### config.mk
export PLATFORM = sky130hd
export DESIGN_NAME = reaction_timer_multi
export DESIGN_NICKNAME = d
export VERILOG_FILES = /design/src/rtl/reaction_timer_multi.sv
export SDC_FILE = /design/constraint.sdc
export NUM_CORES = 1
export LEC_CHECK = 0
export BUFFER_PORTS_ARGS = -buffer_cell sky130_fd_sc_hd__clkbuf_2
export CORE_ASPECT_RATIO = 1.2
export CORE_MARGIN = 8
export CORE_UTILIZATION = 45
export CTS_CLUSTER_SIZE = 25
export DETAILED_ROUTE_END_ITERATION = 10
export PLACE_DENSITY = 0.65
export SLEW_MARGIN = 0
export SYNTH_ARGS = -nofsm -noshare
export SYNTH_HDL_FRONTEND = slang
export SYNTH_SLANG_ARGS = --single-unit
export TNS_END_PERCENT = 1
### constraint.sdc
create_clock -name clk -period 6.3 [get_ports clk]
set_input_delay 0.315 -clock clk [delete_from_list [all_inputs] [get_ports clk]]
set_output_delay 0.315 -clock clk [all_outputs]
set_load 0.01 [all_outputs]
### src/rtl/reaction_timer_multi.sv
// reaction_timer_multi: multi-round reaction-time game with random wait, BCD ms counter and best-score tracking.
module reaction_timer_multi #(
    parameter int CLK_HZ       = 100_000_000,
    parameter int ROUNDS       = 4,
    parameter int MIN_WAIT_MS  = 1000,
    parameter int WAIT_SPAN_MS = 4096,
    parameter int HOLD_MS      = 2000
) (
    input  logic       clk,
    input  logic       rst,
    input  logic       start,
    input  logic       enter,
    output logic       led_r,
    output logic       led_g,
    output logic       led_b,
    output logic [3:0] d0,
    output logic [3:0] d1,
    output logic [3:0] d2,
    output logic [3:0] d3,
    output logic [3:0] round_idx,
    output logic       done,
    output logic       false_start
);
    localparam int DIV = CLK_HZ / 1000;
    localparam int PW  = DIV > 1 ? $clog2(DIV) : 1;

    typedef enum logic [2:0] {IDLE, RWAIT, REACT, SHOW, FALSE, DONE} state_t;

    state_t      state, state_n;
    logic [PW-1:0] pre, pre_n;
    logic [15:0] lfsr, cnt, cnt_n, result, result_n, best, best_n, disp;
    logic [31:0] tmr, tmr_n, wait_ms;
    logic [3:0]  round_n;
    logic        tick, expire;

    function automatic logic [15:0] bcd_inc(input logic [15:0] v);
        logic [15:0] r;
        logic        c;
        r = v;
        c = 1'b1;
        for (int i = 0; i < 4; i++)
            if (c) begin
                if (v[4*i +: 4] == 4'd9) r[4*i +: 4] = 4'd0;
                else begin
                    r[4*i +: 4] = v[4*i +: 4] + 4'd1;
                    c = 1'b0;
                end
            end
        return r;
    endfunction

    assign tick    = pre == PW'(DIV - 1);
    assign expire  = tick && tmr <= 32'd1;
    assign wait_ms = 32'(MIN_WAIT_MS) + 32'(lfsr & 16'(WAIT_SPAN_MS - 1));

    // One timer serves both the random wait and the display hold.
    always_comb begin
        state_n  = state;
        tmr_n    = tick ? tmr - 32'd1 : tmr;
        cnt_n    = cnt;
        result_n = result;
        best_n   = best;
        round_n  = round_idx;
        case (state)
            IDLE, DONE:
                if (start) begin
                    state_n = RWAIT;
                    tmr_n   = wait_ms;
                    round_n = 4'd0;
                    best_n  = 16'h9999;
                end
            RWAIT:
                if (enter) begin
                    state_n = FALSE;
                    tmr_n   = 32'(HOLD_MS);
                end else if (expire) begin
                    state_n = REACT;
                    cnt_n   = 16'h0;
                end
            REACT:
                if (enter || cnt == 16'h9999) begin
                    state_n  = SHOW;
                    result_n = cnt;
                    tmr_n    = 32'(HOLD_MS);
                    if (cnt < best) best_n = cnt;
                end else if (tick) cnt_n = bcd_inc(cnt);
            SHOW:
                if (expire) begin
                    if (round_idx == 4'(ROUNDS - 1)) state_n = DONE;
                    else begin
                        state_n = RWAIT;
                        round_n = round_idx + 4'd1;
                        tmr_n   = wait_ms;
                    end
                end
            FALSE:
                if (expire) begin
                    state_n = RWAIT;
                    tmr_n   = wait_ms;
                end
            default: state_n = IDLE;
        endcase
        pre_n = (state_n != state || tick) ? '0 : pre + 1'b1;
        disp  = state_n == REACT ? cnt_n :
                state_n == SHOW  ? result_n :
                state_n == FALSE ? 16'hEEEE :
                state_n == DONE  ? best_n : 16'h0;
    end

    // Outputs are registered from next-state values so they line up with the state register.
    always_ff @(posedge clk) begin
        if (rst) begin
            state            <= IDLE;
            pre              <= '0;
            lfsr             <= 16'hACE1;
            cnt              <= 16'h0;
            result           <= 16'h0;
            best             <= 16'h9999;
            tmr              <= 32'd0;
            round_idx        <= 4'd0;
            {led_r, led_g, led_b} <= 3'b000;
            {d3, d2, d1, d0} <= 16'h0;
            done             <= 1'b0;
            false_start      <= 1'b0;
        end else begin
            state            <= state_n;
            pre              <= pre_n;
            lfsr             <= {lfsr[14:0], lfsr[15] ^ lfsr[13] ^ lfsr[12] ^ lfsr[10]};
            cnt              <= cnt_n;
            result           <= result_n;
            best             <= best_n;
            tmr              <= tmr_n;
            round_idx        <= round_n;
            led_r            <= state_n == RWAIT || state_n == FALSE;
            led_g            <= state_n == REACT || state_n == DONE;
            led_b            <= state_n == SHOW || state_n == FALSE || state_n == DONE;
            {d3, d2, d1, d0} <= disp;
            done             <= state_n == DONE;
            false_start      <= state_n == FALSE;
        end
    end
endmodule

## Yosys cells after proc, flatten, opt, wreduce, memory -nomap -nowiden

Index checks and enable logic that the tools add are counted.
W data, S select, Z words.

| cells by class | value |
|---|---|
| reduce and logical (&&, ||, !) cells | 12 |
| multiplexer cells | 56 |
| add/subtract/negate cells | 8 |
| $lt $le $gt $ge | 2 |
| bitwise gates (word level) | 3 |
| equality and inequality tests | 21 |

Operators by type and width:

| kind | number |
|---|---|
| $mux W32 | 7 |
| $mux W16 | 13 |
| $pmux W32 S5 | 1 |
| $pmux W16 S2 | 2 |
| $mux W4 | 10 |
| $le A32 B1 Y1 const B | 1 |
| $sub A32 B1 Y32 const B | 1 |
| $mux W3 | 7 |
| $add A4 B1 Y4 const B | 5 |
| $add A17 B1 Y17 const B | 1 |
| $eq A17 B17 Y1 const B | 1 |
| $eq A16 B16 Y1 const B | 1 |
| $eq A4 B4 Y1 const B | 4 |
| $lt A16 B16 Y1 | 1 |
| $pmux W3 S5 | 1 |
| $mux W1 | 14 |
| $add A10 B12 Y13 const A | 1 |
| $eq A3 B2 Y1 const B | 4 |
| $eq A3 B3 Y1 const B | 4 |
| $pmux W4 S2 | 1 |
| $eq A3 B1 Y1 const B | 2 |
| $logic_or A1 B1 Y1 | 6 |
| $ne A2 B2 Y1 const B | 3 |
| $eq A4 B2 Y1 const B | 1 |
| 7 further kinds | 10 |

| storage, ports and cells | value |
|---|---|
| word-level logic and storage cells | 119 |
| flip-flop bits (word level) | 141 |
| input bits | 4 |
| output and inout port bits | 25 |

## Logic depth before layout (Yosys ltp)

Gate-level depths: netlist of run 1.

| depth | value |
|---|---|
| depth in word-level cells | 18 |
| depth in mapped cells | 12 |
| mapped depth without buffers | 10 |

## Worst setup path before layout of run 1

Ideal clock, no wire load.

| timing | value |
|---|---|
| kind | reg2reg |
| start | reg pre[0] |
| end | reg pre[10] |
| buffers on the path | 3 |
| required time | 6.236 ns |
| library setup time | 0.064 ns |
| cell stages (with the launch flop) | 13 |
| clock period less this slack | 3.134 ns |
| data arrival time | 3.070 ns |
| setup slack | 3.166 ns |
| cell sequence | dfxtp_1 -> ha_1 -> and4_1 -> nand4_1 -> or2_1 -> or3_1 -> buf_6 -> mux2_4 -> xnor2_1 -> or4_1 -> buf_2 -> buf_2 -> nor2_1 |

| on the way | value |
|---|---|
| longest elaborated chain between the ends | 8 |
| elaborated cells between the ends (all ways) | 11 |
| classes of those cells | add/sub: 1; eq/ne: 2; mux: 5; reduce/logical: 3 |

Ends and longest elaborated chain:

| item | RTL line | text |
|---|---|---|
| start, declared | 30 | `logic [PW-1:0] pre, pre_n;` |
| start signal, assigned | 127 | `pre <= pre_n;` |
| $eq A17 B17 Y1 | 52 | `assign tick = pre == PW'(DIV - 1);` |
| $logic_and A1 B1 Y1 | 53 | `assign expire = tick && tmr <= 32'd1;` |
| $mux W3 | 76 | `end else if (expire) begin` |
| $mux W3 | 73 | `if (enter) begin` |
| $pmux W3 S5 | 64 | `case (state)` |
| $ne A3 B3 Y1 | 103 | `pre_n = (state_n != state \|\| tick) ? '0 : pre + 1'b1;` |
| $logic_or A1 B1 Y1 | 103 |  |
| $reduce_or A2 Y1 (no source line) | n/a |  |

Several ways; a longest one is shown, not always the timed one.
A chain may end at the register's enable or synchronous reset.

## Final worst setup path of run 1

| timing | value |
|---|---|
| start | reg pre[0] |
| end | reg d0[1] |

| on the way | value |
|---|---|
| longest elaborated chain between the ends | 10 |
| elaborated cells between the ends (all ways) | 20 |
| classes of those cells | eq/ne: 5; mux: 14; reduce/logical: 1 |

Ends and longest elaborated chain:

| item | RTL line | text |
|---|---|---|
| $eq A17 B17 Y1 * | 52 |  |
| $logic_and A1 B1 Y1 | 53 |  |
| $mux W3 | 76 |  |
| $mux W3 | 73 |  |
| $pmux W3 S5 | 64 |  |
| $eq A3 B3 Y1 | 107 | `state_n == DONE ? best_n : 16'h0;` |
| $mux W16 | 107 |  |
| $mux W16 | 106 | `state_n == FALSE ? 16'hEEEE :` |
| $mux W16 | 105 | `state_n == SHOW ? result_n :` |
| $mux W16 * | 104 | `disp = state_n == REACT ? cnt_n :` |
| end signal, assigned | 137 | `{d3, d2, d1, d0} <= disp;` |
| end, declared | 16 | `output logic [3:0] d0,` |

Every way passes the cells marked *; elsewhere a longest branch is shown, timed or not.

==> results of run 1 <==
-- flip-flops by register name (all words and copies together) (netlist names) --
name / flops
tmr: 32
pre: 17
best: 16
cnt: 16
lfsr: 16
result: 16
d0: 4
d1: 4
d2: 4
d3: 4
round_idx: 4
state: 3
done: 1
false_start: 1
led_b: 1
led_g: 1
led_r: 1
-- critical path: stages (launching register included) --
cell and delay [ns]:
dfxtp_1 0.37, ha_1 0.22, and4_1 0.25, nand4_1 0.37, or2_1 0.41, o31ai_1 0.59, a21o_1 0.58, a21oi_1 0.19
or2_2 0.34, inv_1 0.26, a32o_1 0.22
-- cell usage in the layout, fill, tap and decap left out, types with 3 or more instances in the layout --
master and count:
xor2_1 29, and4_1 4, or3_1 9, dfxtp_1 141, nor2b_1 11, clkinv_2 3, inv_1 34, nand2b_1 11
a211oi_1 3, nor2_1 118, a31oi_1 6, clkinvlp_4 3, clkbuf_16 17, clkbuf_2 28, nand3_1 22, o22ai_1 11
mux2i_1 25, o211ai_1 3, nand2_1 60, a221oi_1 3, o32ai_1 4, nand4_1 11, nand3b_1 6, clkbuf_8 3
o21ai_0 22, and3_1 7, ha_1 28, a21o_1 9, a22oi_1 8, buf_4 5, and2_1 8, or2_2 11
or4_1 6, o31ai_1 3, nor3_1 18, nor4_1 6, a21oi_1 46, a32o_1 6, nor4b_1 3, xnor2_1 28
-- routing by layer --
| layer | wire [µm] | up-vias |
|---|---|---|
| met3 | 795 | 41 |
| met1 | 6670 | 2664 |
| li1 | - | 2775 |
| met5 | 0 | - |
| met4 | 551 | 0 |
| met2 | 8310 | 144 |
-- power groups by stage --
| stage | sequential (W) | combinational [W] | clock (W) |
|---|---|---|---|
| finish | 0.000947 | 0.000194 | 0.000902 |
| global route | 0.000951 | 0.000213 | 0.000962 |
| CTS | 0.000948 | 0.000194 | 0.000919 |
| detailed placement | 0.000967 | 0.000193 | 0 |
| global placement | 0.000965 | 0.000189 | 0 |
| floorplan | 0.000961 | 0.000142 | 0 |
-- worst max-delay path by stage --
| stage | end | from | cells after the start |
|---|---|---|---|
| detailed placement | d0[1]$_SDFF_PP0_ | pre[0]$_SDFF_PP0_ | 10 |
| global placement | d0[1]$_SDFF_PP0_ | pre[0]$_SDFF_PP0_ | 10 |
| CTS | d0[1]$_SDFF_PP0_ | pre[0]$_SDFF_PP0_ | 10 |
| floorplan | pre[10]$_SDFF_PP0_ | pre[0]$_SDFF_PP0_ | 12 |
| finish | d0[1]$_SDFF_PP0_ | pre[0]$_SDFF_PP0_ | 10 |
| global route | d0[1]$_SDFF_PP0_ | pre[0]$_SDFF_PP0_ | 10 |
-- logic make-up (layout without fill, tap and decap cells) --
group | Yosys count | count (layout) | share of synthesized area [%]
compound gates | 139 | 139 | 13.3
xor+xnor | 57 | 57 | 7.43
fa+ha+maj | 28 | 28 | 5.22
buf+inv | 64 | 98 | 3.74
flops | 141 | 141 | 42.0
mux | 29 | 29 | 4.55
simple gates | 323 | 323 | 23.8
-- cell type report --
class,count,area [µm²]
tap,204,255
clock inverter,9,63.8
inverter,34,128
sequential,141,2820
clock buffer,22,474
multi-input combinational,576,3640
fill,1421,7210
timing repair buffer,33,178
-- through the flow --
step	std cells	power, W	hold WS (ns)	area [µm²]	setup slack [ns]
2_1_floorplan	781	0.00110	0.389	6720	3.17
3_3_place_gp	988	0.00115	0.398	7030	2.68
3_5_place_dp	988	0.00116	0.397	7030	2.50
4_1_cts	1019	0.00206	0.411	7570	2.46
5_1_grt	1019	0.00213	0.426	7570	2.05
6_report	1019	0.00204	0.407	7570	2.42
==> results.yml, run 1 <==
critical_path:
  r2r_slack_ns: 2.42
  timing.rr.start: "pre[0]$_SDFF_PP0_"
  startpoint_type: "flop"
  path_max_fanout: 18
  timing.rr.end: "d0[1]$_SDFF_PP0_"
  crit_path_end_kind: "flop"
  ff2ff_path_depth: 10
  crit_type: "reg -> reg"
  arrival_ns: 4.24
  required_ns: 6.66
yosys:
  synth-edff-count: 0
  ys_types: 63
  synthTopCellsByCount: "dfxtp_1 (141), nor2_1 (119), nand2_1 (60)"
  synthesis.area_um2: 6720
  ys_ff_latch: 141
  synth_fp_nets: 813
  synth_area_leaders: "dfxtp_1 (42%), nor2_1 (6.7%), ha_1 (5.2%)"
  syn_inst: 781
  ys_warn_count: 0
  yosysMostFrequentCell: "dfxtp_1"
  ys_seq_area_share_pct: 42.0
  synth_ff_type: "dfxtp_1"
  yosysTopAreaCell: "dfxtp_1"
  async_flop_share_pct: 0
  yosysTopAreaCellShare_pct: 42.0
  avgSynthCellArea_um2: 8.60
power:
  p_int_w: 0.00153
  power_leakage_nw: 2.97
  switchingPower_w: 0.000516
  p_seq_share_pct: 46.4
  ir_drop_v: 0.000169
  comb_power_share_pct: 9.5
  p_per_area_nw_per_um2: 270
  clkPwrFrac_pct: 44.2
  switching_share_pct: 25.3
detailed_routing:
  vias: 5624
  avgRoutedWirePerCell_um: 16.0
  drtIter0Drc: 362
  drc: 0
  drtAntennaViolNets: 0
  dr.pass1.iters: 7
  avgViaCountPerCell: 5.52
  drt_wl_total_um: 16300
sta:
  worst_clock_skew_ns: 0.0129
  max_freq_mhz: 258
  setup_violations: 0
  finalMaxSlewViolations: 0
  rsz0062_at_grt: "false"
  finalCritPeriodShare_pct: 61.6
  worstMarginPinSlew_ns: 0.906
  finalCriticalPeriod_ns: 3.88
  slew_headroom_pct: 39.3
  tns_ns: 0
  hold_violations: 0
clocking:
  clock_latency_ns: 0.43
  clock_sinks: 141
  hold_buffers: 0
  cts_buffers: 17
  htree_levels: 4
  clockBufferDepth: 2
  clk_pin_slew_ns: 0.06
  postCtsSetupBuffers: 0
  cts_root_buf: "clkbuf_16"
  cts_tree: "built"
  cts_resized: 0
global_routing:
  met1_usage_pct: 19.1
  met3_usage_pct: 4.71
  grt_max_degree: 77
  grt_first_pass_wirelength_um: 27200
  grtUsageTotal_pct: 17.9
  grt_remaining_overflow: 0
  busiest_layer: "met2"
  first_global_vias: 5695
  grtUsageMet2_pct: 31.9
  antenna_found_initial: 0
cells_and_area:
  areaGrowthSynthToFinish_pct: 12.6
  fin_nets: 835
  fin_util_pct: 51.2
  drive_gt1_share_pct: 10.4
  antenna_cells: 0
min_path:
  hold_start: "lfsr[14]$_SDFF_PP0_"
  hold_class: "reg -> reg"
  hold_depth: 1
  min_to: "lfsr[15]$_SDFF_PP1_"
die:
  die_h_um: 150
  core_um2: 14800
  io_pins: 29
  die_area_um2: 19100
  initial_core_util_pct: 45.5
  rows: 49
  fp.dieW_um: 128
run:
  cap_violations: 0
run_status:
  outcome: "complete, no violations"
place:
  io_buffers: 28
  gp_congestion: 0.899
  hpwl_um: 11800
No activity file was read; power rests on OpenSTA's default activity.
==> run 2, diff against run 1 <==
- PLACE_DENSITY: 0.65 -> 0.68
- clock period: 6.3 -> 3.2 ns (I/O delays scaled with it)
==> run 2 against run 1 <==
Critical path type unchanged. Utilization rose by 3.7 points. Count of clock-buffer cells in the layout grew 1. Critical path depth is 1 lower. Hold slack worse by 0.15 ns. Flip-flop and latch count is the same. Final area grew 7.2%. Non-clock buffer count increased by 49. Via count up 0.44%. Total power rose by 120%. Setup slack got worse by 2.4 ns. Register-to-register slack got worse by 2.4 ns.
==> results.yml, run 2 (synthesized netlist as in run 1, its figures left out) <==
cells_and_area:
  largest-register: "tmr"
  reg.largest.list: "tmr x32, pre x17"
  antenna_cells: 0
  n_fill_cell: 1304
  drive_gt1_share_pct: 16.6
  final_cell_mix: "dfxtp_1 (139), nor2_1 (117), nand2_1 (60)"
  stdcell_area_um2: 8110
  areaGrowthSynthToFinish_pct: 20.7
  fin_nets: 884
  mostFrequentLayoutCell: "dfxtp_1"
  largest_reg_flops: 32
sta:
  hold_slack_ns: 0.257
  worst_clock_skew_ns: 0.00824
  setup_violations: 0
  finalCritPeriodShare_pct: 98.4
  hold_violations: 0
  max_freq_mhz: 318
  finalCriticalPeriod_ns: 3.15
  slew_headroom_pct: 48.4
  finalMaxSlewViolations: 0
  worstMarginPinSlew_ns: 0.775
critical_path:
  ff2ff_path_depth: 9
  max_stage_delay_ns: 0.55
  required_ns: 3.51
  crit_slowest_cell: "or4_4"
  r2r_slack_ns: 0.05
  timing.rr.end: "d3[3]$_SDFF_PP0_"
  crit_buf_inv: 1
  timing.rr.start: "tmr[5]$_SDFF_PP0_"
  path_cells: "or4_4 -> nand4b_1 -> or2_1 -> or3_4 -> buf_4 -> mux2i_4 -> mux2_4 -> or3b_1 -> a32o_1"
  arrival_ns: 3.46
  crit_type: "reg -> reg"
  crit_family: "simple AND/OR/NAND/NOR gates"
  startpoint_type: "flop"
  crit_path_end_kind: "flop"
  path_max_fanout: 6
clocking:
  clock_latency_ns: 0.42
  clockBufferDepth: 2
  cts_tree: "built"
  htree_levels: 4
  postCtsSetupBuffers: 0
  clk_pin_slew_ns: 0.06
  hold_buffers: 0
  cts_root_buf: "clkbuf_16"
  cts_resized: 0
  clock_sinks: 141
  cts_buffers: 17
power:
  p_per_area_nw_per_um2: 549
  switching_share_pct: 23.3
  p_int_w: 0.00342
  switchingPower_w: 0.00104
  clkPwrFrac_pct: 48.3
  ir_drop_v: 0.000414
  p_seq_share_pct: 41.7
  power_leakage_nw: 3.28
  comb_power_share_pct: 10.1
min_path:
  hold_depth: 3
  hold_start: "start"
  min_to: "round_idx[3]$_SDFFE_PP0P_"
  hold_class: "in -> reg"
global_routing:
  first_global_vias: 5553
  grt_remaining_overflow: 0
  grtUsageTotal_pct: 18.1
  grt_max_degree: 47
  antenna_found_initial: 0
  grt_first_pass_wirelength_um: 27500
die:
  io_pins: 29
  core_um2: 14800
  initial_core_util_pct: 45.5
  die_area_um2: 19100
  fp.dieW_um: 128
  die_h_um: 150
  rows: 49
place:
  hpwl_um: 11600
  gp_congestion: 0.889
  io_buffers: 28
  place_area_um2: 7420
detailed_routing:
  vias: 5649
  drc: 0
  drtAntennaViolNets: 0
  drt_wl_total_um: 16600
  avgRoutedWirePerCell_um: 15.5
  avgViaCountPerCell: 5.28
  drtIter0Drc: 390
  dr.pass1.iters: 5
run:
  cap_violations: 0
run_status:
  outcome: "complete, no violations"
-- run 2: cell types whose count changed in the layout (fill, tap and decap cells not counted), sizes merged --
cell	delta
inv	-1
buf	+49
clkinv	-3
bufinv	+4
clkbuf	+1
-- run 2: stage by stage --
step                std cells  TNS [ns]  utilization, %  power (W)  setup WS [ns]
floorplan                 781         0               -    0.00217         0.0662
global placement         1037         0            50.2    0.00233          0.114
detailed placement       1037         0            50.2    0.00233         0.0921
CTS                      1069         0            54.7    0.00449         0.0348
global route             1069    -0.128            54.9    0.00462        -0.0445
finish                   1069         0            54.9    0.00445         0.0516
-- run 2: area by class of cell --
class | instances | area [µm²] | area share [%]
repair buffers | 82 | 571 | 7.04
clock inverters | 9 | 156 | 1.93
clock buffers | 23 | 498 | 6.14
multi-input cells | 576 | 3670 | 45.3
flip-flops and latches | 141 | 2830 | 34.8
inverters | 34 | 128 | 1.57
well taps | 204 | 255 | 3.15
-- run 2: routing by layer --
layer	up-vias	wire length, µm	global-route usage [%]	part of all wire, %
li1	2871	-	-	-
met4	0	385	8.82	2.3
met2	114	8300	31.6	50
met5	-	0	0	0
met1	2634	7430	20.9	45
met3	30	469	3.28	2.8
-- run 2: worst register-to-register path: cells and delay by family, from the launching register on --
family	cells	cell delay [ns]
DFF	1	0.32
AOI/OAI and AO/OA	1	0.25
buffers and inverters	1	0.17
and+or+nand+nor	5	1.78
muxes	2	0.54
-- run 2: worst max-delay path by stage --
stage                       from            endpoint  cells past startpoint
6_report       tmr[5]$_SDFF_PP0_    d3[3]$_SDFF_PP0_                      9
5_1_grt        tmr[5]$_SDFF_PP0_    d3[3]$_SDFF_PP0_                      9
3_5_place_dp   tmr[5]$_SDFF_PP0_    d2[1]$_SDFF_PP0_                     10
2_1_floorplan  pre[0]$_SDFF_PP0_  pre[10]$_SDFF_PP0_                     12
3_3_place_gp   tmr[5]$_SDFF_PP0_    d3[3]$_SDFF_PP0_                      8
4_1_cts        tmr[5]$_SDFF_PP0_    d2[1]$_SDFF_PP0_                     10
-- run 2: power by group through the flow --
stage / Combinational, W / Clock [W] / Sequential, W
global route: 0.000494 / 0.00226 / 0.00186
detailed placement: 0.000441 / 0 / 0.00189
global placement: 0.000439 / 0 / 0.00189
CTS: 0.000445 / 0.00219 / 0.00185
finish: 0.000448 / 0.00215 / 0.00186
floorplan: 0.000279 / 0 / 0.00189
==> run 3, diff against run 2 <==
- CORE_ASPECT_RATIO: 1.2 -> not set
==> run 3 against run 2 <==
Clock power down 13%. Non-clock buffer count up 3. Final area down 1.5%. Setup slack better by 0.056 ns. Hold slack worse by 0.029 ns. Highest routed layer unchanged. Critical endpoint unchanged. Largest power group unchanged. Critical path type unchanged. Count of clock-buffer cells in the layout down 1. First-iteration DRC count up 23%. Total power down 6.3%. Largest cell class unchanged. Utilization up 0.10 points.
==> results.yml, run 3 (synthesized netlist as in run 1, its figures left out) <==
critical_path:
  path_max_fanout: 8
  crit_end: "d3[3]$_SDFF_PP0_"
  timing.rr.start: "tmr[5]$_SDFF_PP0_"
  required_ns: 3.52
  arrival_ns: 3.42
  ff2ff_path_depth: 8
  r2r_slack_ns: 0.11
  timing.rr.end: "d3[3]$_SDFF_PP0_"
  crit_path_end_kind: "flop"
  startpoint_type: "flop"
  crit_type: "reg -> reg"
  critical_path.startpoint: "tmr[5]$_SDFF_PP0_"
detailed_routing:
  drtIter0Drc: 481
  dr.pass1.iters: 5
  drt_wl_total_um: 16900
  drc: 0
  vias: 5762
  avgRoutedWirePerCell_um: 16.0
  drtAntennaViolNets: 0
  avgViaCountPerCell: 5.48
global_routing:
  met1_usage_pct: 22.4
  grtUsageTotal_pct: 17.9
  first_global_vias: 5536
  antenna_found_initial: 0
  met3_usage_pct: 3.84
  grt_max_degree: 51
  grt_remaining_overflow: 0
  busiest_layer: "met2"
  grtUsageMet2_pct: 29.4
  grt_first_pass_wirelength_um: 28200
die:
  die_area_um2: 19100
  die_h_um: 138
  rows: 44
  initial_core_util_pct: 46.2
  fp.dieW_um: 138
  core_um2: 14500
  io_pins: 29
cells_and_area:
  fin_nets: 887
  mostFrequentLayoutCell: "dfxtp_1"
  drive_gt1_share_pct: 16.2
  largest_reg_flops: 32
  final_cell_mix: "dfxtp_1 (141), nor2_1 (118), nand2_1 (60)"
  reg.largest.list: "tmr x32, pre x17"
  largest-register: "tmr"
  areaGrowthSynthToFinish_pct: 19.0
  n_fill_cell: 1352
  stdcell_area_um2: 7990
  antenna_cells: 0
clocking:
  cts_buffers: 17
  clock_latency_ns: 0.43
  cts_root_buf: "clkbuf_16"
  postCtsSetupBuffers: 0
  cts_tree: "built"
  clk_pin_slew_ns: 0.06
  clock_sinks: 141
  clockBufferDepth: 2
  htree_levels: 4
sta:
  worst_clock_skew_ns: 0.0112
  hold_violations: 0
  finalMaxSlewViolations: 0
  hold_slack_ns: 0.228
  max_freq_mhz: 323
  setup_violations: 0
  worst_slack_ns: 0.107
  worstMarginPinSlew_ns: 0.814
  rsz0062_at_grt: "false"
  finalCritPeriodShare_pct: 96.6
  finalCriticalPeriod_ns: 3.09
  slew_headroom_pct: 45.5
  tns_ns: 0
place:
  hpwl_um: 11900
  pre_cts_slack_ns: 0.0930
  io_buffers: 28
  gp_congestion: 0.880
  place_area_um2: 7410
run_status:
  outcome: "complete, no violations"
power:
  ir_drop_v: 0.000435
  p_per_area_nw_per_um2: 522
  power_leakage_nw: 3.26
min_path:
  hold_class: "in -> reg"
  hold_start: "rst"
run:
  cap_violations: 0
## run 3: how the worst min path moves through the flow
stage / slack [ns] / cells after the start / end
2_1_floorplan: 0.39 / 1 / lfsr[15]$_SDFF_PP1_
3_3_place_gp: 0.39 / 1 / lfsr[15]$_SDFF_PP1_
3_5_place_dp: 0.40 / 1 / lfsr[15]$_SDFF_PP1_
4_1_cts: 0.21 / 3 / lfsr[3]$_SDFF_PP0_
5_1_grt: 0.25 / 3 / round_idx[3]$_SDFFE_PP0P_
6_report: 0.23 / 3 / lfsr[3]$_SDFF_PP0_
## run 3: cell type report
| cell class | instances | area (µm²) | area share (%) |
|---|---|---|---|
| clock buffers | 22 | 474 | 5.93 |
| repair buffers | 85 | 584 | 7.31 |
| well taps | 184 | 230 | 2.88 |
| clock inverters | 10 | 88.8 | 1.11 |
| inverters | 34 | 128 | 1.60 |
| multi-input cells | 576 | 3660 | 45.8 |
| flip-flops and latches | 141 | 2820 | 35.3 |
## run 3: metrics by stage
stage / util, % / std cells / total power (W)
floorplan: - / 781 / 0.00217
global placement: 51.0 / 1020 / 0.00233
detailed placement: 51.0 / 1020 / 0.00233
CTS: 54.8 / 1052 / 0.00420
global route: 55.0 / 1052 / 0.00434
finish: 55.0 / 1052 / 0.00417
## run 3: per-layer routing
| layer | up-vias | wire, µm |
|---|---|---|
| met5 | - | 0 |
| met4 | 0 | 299 |
| met3 | 30 | 847 |
| met2 | 133 | 7990 |
| met1 | 2723 | 7720 |
| li1 | 2876 | - |
## run 3: repair_timing
item / in CTS / in global routing
gates resized for setup: 0 / 5
hold buffers: 0 / 0
hold endpoints to repair: 0 / 0
setup endpoints to repair: 0 / 29
## run 3: report_power, final
| part | internal (W) | switching, W | total (W) | leakage [nW] |
|---|---|---|---|---|
| Combinational | 0.000187 | 0.000257 | 0.000444 | 1.84 |
| Clock | 0.00113 | 0.000749 | 0.00187 | 0.280 |
| Sequential | 0.00182 | 0.0000392 | 0.00185 | 1.14 |
| Total | 0.00313 | 0.00105 | 0.00417 | 3.26 |
## run 3: critical path, cell delays in order, from the launching register on
cell and delay, ns:
dfxtp_1 0.32, or4_4 0.55, nand4b_1 0.22, or2_1 0.26, or3_4 0.35, mux2_4 0.37
mux2_4 0.32, or3b_1 0.35, a32o_1 0.25
